$ cat config.mk
export PLATFORM = sky130hd
export DESIGN_NAME = stack_arbiter
export DESIGN_NICKNAME = d
export VERILOG_FILES = /design/src/rtl/stack_arb_pkg.sv /design/src/rtl/stack_arb_mem.sv /design/src/rtl/stack_arbiter.sv
export SDC_FILE = /design/constraint.sdc
export NUM_CORES = 1
export LEC_CHECK = 0
export ABC_AREA = 1
export ABC_CLOCK_PERIOD_IN_PS = 2800
export CORE_ASPECT_RATIO = 0.9
export CORE_MARGIN = 2
export CORE_UTILIZATION = 50
export CTS_CLUSTER_DIAMETER = 60
export DETAILED_ROUTE_END_ITERATION = 16
export DONT_BUFFER_PORTS = 1
export PLACE_DENSITY = 0.71
export SLEW_MARGIN = 20
export SYNTH_ARGS = -nofsm -noshare
export SYNTH_HDL_FRONTEND = slang
export SYNTH_HIERARCHICAL = 1
export SYNTH_SLANG_ARGS = --single-unit
$ cat constraint.sdc
create_clock -name clk -period 2.8 [get_ports clk]
set_input_delay 0.28 -clock clk [delete_from_list [all_inputs] [get_ports clk]]
set_output_delay 0.28 -clock clk [all_outputs]
set_load 0.005 [all_outputs]
$ cat src/rtl/stack_arb_pkg.sv
// rtl/stack_arb_pkg.sv - shared types and constants for the arbitrated stack
package stack_arb_pkg;

    typedef enum logic [1:0] {
        IDLE = 2'd0,
        EXEC = 2'd1,
        RESP = 2'd2
    } state_e;

    localparam logic OP_PUSH = 1'b0;
    localparam logic OP_POP  = 1'b1;
    localparam int   NUM_REQ = 2;

endpackage

$ cat src/rtl/stack_arb_mem.sv
// rtl/stack_arb_mem.sv - stack storage, one synchronous write port and one registered read port
module stack_arb_mem
    import stack_arb_pkg::*;
#(
    parameter int DEPTH = 16,
    parameter int WIDTH = 8,
    localparam int AW   = $clog2(DEPTH)
) (
    input  logic             clk,
    input  logic             we_i,
    input  logic [AW-1:0]    waddr_i,
    input  logic [WIDTH-1:0] wdata_i,
    input  logic             re_i,
    input  logic [AW-1:0]    raddr_i,
    output logic [WIDTH-1:0] rdata_o
);

    logic [WIDTH-1:0] mem_q [DEPTH];
    logic [WIDTH-1:0] rdata_q;

    // Contents are deliberately never reset.
    always_ff @(posedge clk) begin
        if (we_i) begin
            mem_q[waddr_i] <= wdata_i;
        end
        if (re_i) begin
            rdata_q <= mem_q[raddr_i];
        end
    end

    assign rdata_o = rdata_q;

endmodule

$ cat src/rtl/stack_arbiter.sv
// rtl/stack_arbiter.sv - two-requester arbitrated push/pop stack; STACK_ARB_ROUND_ROBIN_EN selects round-robin ties
module stack_arbiter
    import stack_arb_pkg::*;
#(
    parameter int DEPTH = 16,
    parameter int WIDTH = 8
) (
    input  logic                       clk,
    input  logic                       reset,
    input  logic [NUM_REQ-1:0]         req,
    input  logic [NUM_REQ-1:0]         op,
    input  logic [WIDTH-1:0]           wdata0,
    input  logic [WIDTH-1:0]           wdata1,
    output logic [NUM_REQ-1:0]         gnt,
    output logic [NUM_REQ-1:0]         done,
    output logic [WIDTH-1:0]           rdata,
    output logic                       err,
    output logic [$clog2(DEPTH):0]     count,
    output logic                       full,
    output logic                       empty
);

    localparam int AW = $clog2(DEPTH);
    localparam int CW = AW + 1;
    localparam logic [CW-1:0] CNT_ONE  = CW'(1);
    localparam logic [CW-1:0] CNT_FULL = CW'(DEPTH);

    state_e                state_q;
    logic [NUM_REQ-1:0]    gnt_q;
    logic [NUM_REQ-1:0]    done_q;
    logic                  err_q;
    logic                  rd_valid_q;
    logic [CW-1:0]         count_q;
    logic                  op_q;
    logic [WIDTH-1:0]      wdata_q;
    logic                  win_d;
    logic                  full_d;
    logic                  empty_d;
    logic                  push_ok;
    logic                  pop_ok;
    logic [WIDTH-1:0]      mem_rdata;

`ifdef STACK_ARB_ROUND_ROBIN_EN
    logic last_q;

    // On a tie the requester not served last wins; pointer 0 favours requester 1.
    always_ff @(posedge clk) begin
        if (reset) begin
            last_q <= 1'b0;
        end else if (state_q == IDLE && |req) begin
            last_q <= win_d;
        end
    end

    always_comb begin
        win_d = (req == 2'b11) ? ~last_q : ~req[0];
    end
`else
    assign win_d = ~req[0];
`endif

    assign full_d  = (count_q == CNT_FULL);
    assign empty_d = (count_q == '0);
    assign push_ok = (op_q == OP_PUSH) && !full_d;
    assign pop_ok  = (op_q == OP_POP) && !empty_d;

    stack_arb_mem #(
        .DEPTH (DEPTH),
        .WIDTH (WIDTH)
    ) u_mem (
        .clk     (clk),
        .we_i    (state_q == EXEC && push_ok && !reset),
        .waddr_i (count_q[AW-1:0]),
        .wdata_i (wdata_q),
        .re_i    (state_q == EXEC && pop_ok),
        .raddr_i (AW'(count_q - CNT_ONE)),
        .rdata_o (mem_rdata)
    );

    always_ff @(posedge clk) begin
        if (reset) begin
            state_q    <= IDLE;
            gnt_q      <= '0;
            done_q     <= '0;
            err_q      <= 1'b0;
            rd_valid_q <= 1'b0;
            count_q    <= '0;
            op_q       <= OP_PUSH;
            wdata_q    <= '0;
        end else begin
            unique case (state_q)
                IDLE: begin
                    done_q     <= '0;
                    err_q      <= 1'b0;
                    rd_valid_q <= 1'b0;
                    gnt_q      <= '0;
                    if (|req) begin
                        gnt_q   <= win_d ? 2'b10 : 2'b01;
                        op_q    <= op[win_d];
                        wdata_q <= win_d ? wdata1 : wdata0;
                        state_q <= EXEC;
                    end
                end
                EXEC: begin
                    done_q  <= gnt_q;
                    state_q <= RESP;
                    if (op_q == OP_PUSH) begin
                        rd_valid_q <= 1'b0;
                        err_q      <= full_d;
                        if (push_ok) begin
                            count_q <= count_q + CNT_ONE;
                        end
                    end else begin
                        rd_valid_q <= pop_ok;
                        err_q      <= empty_d;
                        if (pop_ok) begin
                            count_q <= count_q - CNT_ONE;
                        end
                    end
                end
                RESP: begin
                    done_q     <= '0;
                    gnt_q      <= '0;
                    err_q      <= 1'b0;
                    rd_valid_q <= 1'b0;
                    state_q    <= IDLE;
                end
                default: state_q <= IDLE;
            endcase
        end
    end

    // Read data is exposed only for a successful pop, so pushes and underflows return zero.
    assign rdata = rd_valid_q ? mem_rdata : '0;
    assign gnt   = gnt_q;
    assign done  = done_q;
    assign err   = err_q;
    assign count = count_q;
    assign full  = full_d;
    assign empty = empty_d;

endmodule

# Word level (Yosys, flattened, before mapping)
# Memories as Yosys holds them, arrays and structs flattened. A register that Yosys moved wholly into a read port is not among the register bits.
# Cells that the tools add are included.
dict set report op_classes {
  magnitude_cmp 1
  bitwise_logic 2
  muxes 19
  n_eq_ne 5
  reduce_logical 17
  add_sub_neg 2
}
# cell n
set ops {}
lappend ops {{two-way mux 8 bit} 2}
lappend ops {{two-way mux 5 bit} 3}
lappend ops {{one-hot mux 2 bit (2 select lines)} 3}
lappend ops {{two-way mux 1 bit} 6}
lappend ops {{two-way mux 2 bit} 3}
lappend ops {{nonzero test 2 bit} 3}
lappend ops {{adder 5 x 1 -> 5 bit, second input constant} 1}
lappend ops {{== test 5 bit, second input constant} 1}
lappend ops {{logical AND 1 bit} 5}
lappend ops {{logical NOT 5 bit} 1}
lappend ops {{subtractor 5 x 1 -> 5 bit, second input constant} 1}
lappend ops {{one-hot mux 1 bit (2 select lines)} 2}
lappend ops {{OR reduction 2 bit} 2}
lappend ops {{logical NOT 1 bit} 3}
lappend ops {{AND reduction 3 bit} 1}
lappend ops {{== test 2 x 1 -> 1 bit, second input constant} 1}
lappend ops {{== test 2 bit, second input constant} 1}
lappend ops {{logical NOT 2 bit} 1}
lappend ops {{< comparator 1 x 2 -> 1 bit, second input constant} 1}
lappend ops {{!= test 2 x 1 -> 1 bit, second input constant} 1}
lappend ops {{!= test 2 bit, second input constant} 1}
lappend ops {{inverter 1 bit} 2}
lappend ops {{AND reduction 2 bit} 1}
dict set report totals {
  reg_bits 22
  mem_bits_rw 128
  wordCells 55
  out_inout_bits 20
  n_memories 1
}
# name depth word_bits read_ports rd_ports_with_merged_regs wr line_no
set mem_list {}
lappend mem_list {u_mem.mem_q 16 8 1 1 1 stack_arb_mem.sv:18} ;# logic [WIDTH-1:0] mem_q [DEPTH];

# Longest topological paths before layout
dict set report depth {
  depth_word 7
  mapped_depth 10
  depth_no_buf 8
}

# Modules after synthesis
# The synthesis kept the hierarchy.
# mod seq_area_each_um2 n_inst area_per_inst_um2 cells_each
set by_module_without_submodules {}
lappend by_module_without_submodules {stack_arb_mem 4083.9 1 5846.9 551}
lappend by_module_without_submodules {stack_arbiter 440.4 1 1211.2 171}

# Worst setup path after synthesis
# No wires, ideal clock.
dict set report synth_path {
  path_type {reg-to-reg}
  start {register count_q[0] (netlist: count[0])}
  end {memory u_mem.mem_q[12][0] (enable)}
  n_path_buf 0
  path_slack_ps 670
  arrival_ps 1760
  synth_period_minus_slack_ps 2130
  required_ps 2430
  stages_incl_launch_ff 8
  cell_sequence {dfxtp_1 > inv_1 > ha_1 > nand3_2 > nand2_1 > nor2_1 > nand3_1 > nor2_1}
}
dict set report synth_via {
  elab_chain_len 7
}
# item line_no
set synth_lines {}
lappend synth_lines {{start: declaration} stack_arbiter.sv:33} ;# logic [CW-1:0] count_q;
lappend synth_lines {{start signal: assignment} stack_arbiter.sv:111} ;# count_q <= count_q + CNT_ONE;
lappend synth_lines {{start signal: assignment} stack_arbiter.sv:117} ;# count_q <= count_q - CNT_ONE;
lappend synth_lines {{== test 5 bit} stack_arbiter.sv:62} ;# assign full_d = (count_q == CNT_FULL);
lappend synth_lines {{logical NOT 1 bit} stack_arbiter.sv:64} ;# assign push_ok = (op_q == OP_PUSH) && !full_d;
lappend synth_lines {{logical AND 1 bit} stack_arbiter.sv:64}
lappend synth_lines {{logical AND 1 bit (2 in series)} stack_arbiter.sv:72} ;# .we_i (state_q == EXEC && push_ok && !reset),
lappend synth_lines {{two-way mux 1 bit} stack_arb_mem.sv:23} ;# if (we_i) begin
lappend synth_lines {{two-way mux 1 bit (not written as such)} stack_arb_mem.sv:24} ;# mem_q[waddr_i] <= wdata_i;
lappend synth_lines {{end: declaration} stack_arb_mem.sv:18}
# Parallel ways exist; a longest one is shown, timed or not.

# Worst setup path in the final report
dict set report layout_path {
  start {register count_q[0] (netlist: count[0])}
  end {memory u_mem.mem_q[9][2] (enable)}
}
# Same word-level chain as after synthesis.

==> flow_metrics.tcl <==
set metrics [dict create \
    status "complete, no violations" \
    grt_max_degree 63 \
    initial_core_util 0.508 \
    antenna_found_initial 0 \
    nets 761 \
    multi_input_area_sq_um 1840 \
    hp-class "in -> reg" \
    setup_viol 0 \
    cts-root-buf "clkbuf_16" \
    synth_nets 746 \
    wl_per_cell_um 16.8 \
    dr.pass1.iters 5 \
    syn2layout_area_growth_pct 11.3 \
    clk_latency_ns 0.43 \
    ios 42 \
    drc 0 \
    vias 4856 \
    clk_pin_slew_ns 0.06 \
    synth_area_sq_um 7060 \
    end_kind "flop" \
    fin_crit_sh 0.868 \
    fp.dieH_um 117 \
    slew_viol_final 0 \
    finClkSkew_ns 0.0137 \
    fin_ws_ns 0.368 \
    clkSinkCount 158 \
    synth_cell_types 32 \
    h-tree-depth 4 \
    dieArea_sq_um 15100 \
    cap_violations 0 \
    dieWidth_um 129 \
    drive_above_1_share 0.0960 \
    drt_iter0_markers 464 \
    synth_top_cell_by_area "edfxtp_1" \
    post-place-ws_ns 0.406 \
    layout_commonest_cell "nand2_1" \
    final_cell_mix "223 x nand2_1, 136 x edfxtp_1, 122 x inv_1" \
    fin_setup_tns_ns 0 \
    clockBufferDepth 2 \
    worst_pin_slew_ns 0.899 \
    maxSlewHeadroom 0.400 \
    rsz0062_at_grt "no" \
    grt_pass1_wl_mm 24.8 \
    hpwlAfterDp_mm 10.4 \
    arrival_ns 2.57 \
    syn_avg_cell_area_sq_um 9.78 \
    routed_wl_mm 15.9 \
    port_buffers 0 \
    numCtsBuffers 17 \
    yosys_warnings 6 \
    peakVddDrop_mv 0.482 \
    place_area_sq_um 7250 \
    grt_pass1_vias 4666 \
    antenna_left 0 \
    std_cell_rows 41 \
    final-hold-violation-count 0 \
    register_area_sq_um 4520 \
    crit_required_ns 2.94 \
    synth-main-ff-cell "edfxtp_1" \
    gr-usage-met1 0.297 \
    min_period_ns 2.43 \
    synth_edf_count 136 \
    crit_fanout 9 \
    nFillCells 1175 \
    viasPerCell 5.15 \
    p_leak_nw 3.42 \
    diodes 0 \
    max_freq_ghz 0.411 \
    grt-ovfl-total 0 \
    cellPowerDensity_nw_per_um2 741 \
    worstSetupPathType "reg -> reg" \
    yosysSeqAreaShare 0.641 \
    grt_use_met2 0.376 \
    postLayoutCellArea_sq_um 7860 \
    coreArea_sq_um 13900 \
    synth_seq_cells 158 \
    track_usage 0.226 \
    globalplace.congestion 0.880 \
    met3_usage 0.0476 \
    synth.area.top_cells "edfxtp_1 58%, nand2_1 12%, nand3_1 7.6%" \
    synthArstFlopShare 0 \
    busiest_layer "met2" \
    synth_cells 722 \
    totalPowerFinal_mw 5.82 \
    synth_top_area_frac 0.579 \
    startpoint_type "flop" \
    cts_tree "yes" \
]
## final cells by class
cell class,count,share of cell area
Sequential cell,158,0.576
Multi-Input combinational cell,407,0.234
Inverter,127,0.0607
Clock buffer,18,0.0546
Tap cell,193,0.0307
Timing Repair Buffer,26,0.0258
Clock inverter,14,0.0183
## power breakdown
group	switching (mW)	leakage [nW]	internal, mW	total [mW]
Clock	0.955	0.281	1.25	2.21
Sequential	0.121	1.42	2.66	2.78
Combinational	0.580	1.72	0.250	0.830
## worst max-delay path: stages (launching register included)
cell and delay, ns:
dfxtp_1 0.51, inv_2 0.15, ha_1 0.32, nand3_2 0.12
nand2_1 0.07, nor2_1 0.38, nand3b_1 0.24, nor2_1 0.16
buf_4 0.19
## stage by stage
stage	util	std cells	hold slack, ns
6_report	0.565	943	0.0104
5_1_grt	0.565	943	0.00272
4_1_cts	0.565	943	0.000240
3_5_place_dp	0.522	908	0.352
3_3_place_gp	0.522	908	0.351
2_1_floorplan	-	722	0.349
## Yosys cell counts, types with 2 or more instances
cell type / instances
nand2_2: 3
inv_1: 123
nand3b_1: 2
nand3_1: 107
nor2_2: 2
buf_4: 4
nor2_4: 3
ha_1: 2
a32o_1: 2
nand4_1: 3
edfxtp_1: 136
dfxtp_1: 22
nand3_2: 3
buf_2: 15
o21ai_0: 10
xnor2_1: 2
buf_6: 7
nand2_1: 223
nor2_1: 26
a21oi_1: 5
a31oi_1: 9
inv_2: 3
## kinds of logic (layout without fill, tap and decap cells)
kind of cell	count (synthesis)	after routing	share of synthesized area
fa+ha+maj	2	2	0.00354
flops	158	158	0.641
compound gates	28	28	0.0239
simple gates	374	374	0.229
buf+inv	157	185	0.0987
xor+xnor	3	3	0.00372
## metal layers
metal  wire length [um]  up-vias
li1                   -     2362
met1               6770     2256
met2               7610      213
met3               1210       25
met4                275        0
met5                  0        -
## sequential cells by signal, indices dropped and copies added, names as in the netlist
signal	count
count	5
u_mem/rdata_o	8
gnt	2
state_q	2
err	1
u_mem/mem_q	128
wdata_q	8
rd_valid_q	1
op_q	1
done	2
## worst paths after layout
kind                            slack, ns                   from  cells past startpoint                           to
worst max register to register       0.37  count[0]$_SDFFE_PP0P_                      8  u_mem/mem_q[9][2]$_DFFE_PP_
worst min register to register       0.50    gnt[0]$_SDFFE_PP0P_                      2          gnt[0]$_SDFFE_PP0P_
worst max-delay path                 0.37  count[0]$_SDFFE_PP0P_                      8  u_mem/mem_q[9][2]$_DFFE_PP_
worst min-delay path                 0.01              wdata0[6]                      2      wdata_q[6]$_SDFFE_PP0P_
## what timing repair did
item / in CTS / in global routing
setup buffers: 0 / 0
endpoints found under the hold margin: 6 / 0
endpoints found under the setup margin: 0 / 0
gates resized for setup: 0 / 0
hold buffers: 3 / 0
Power figures use the tool's default switching activity.
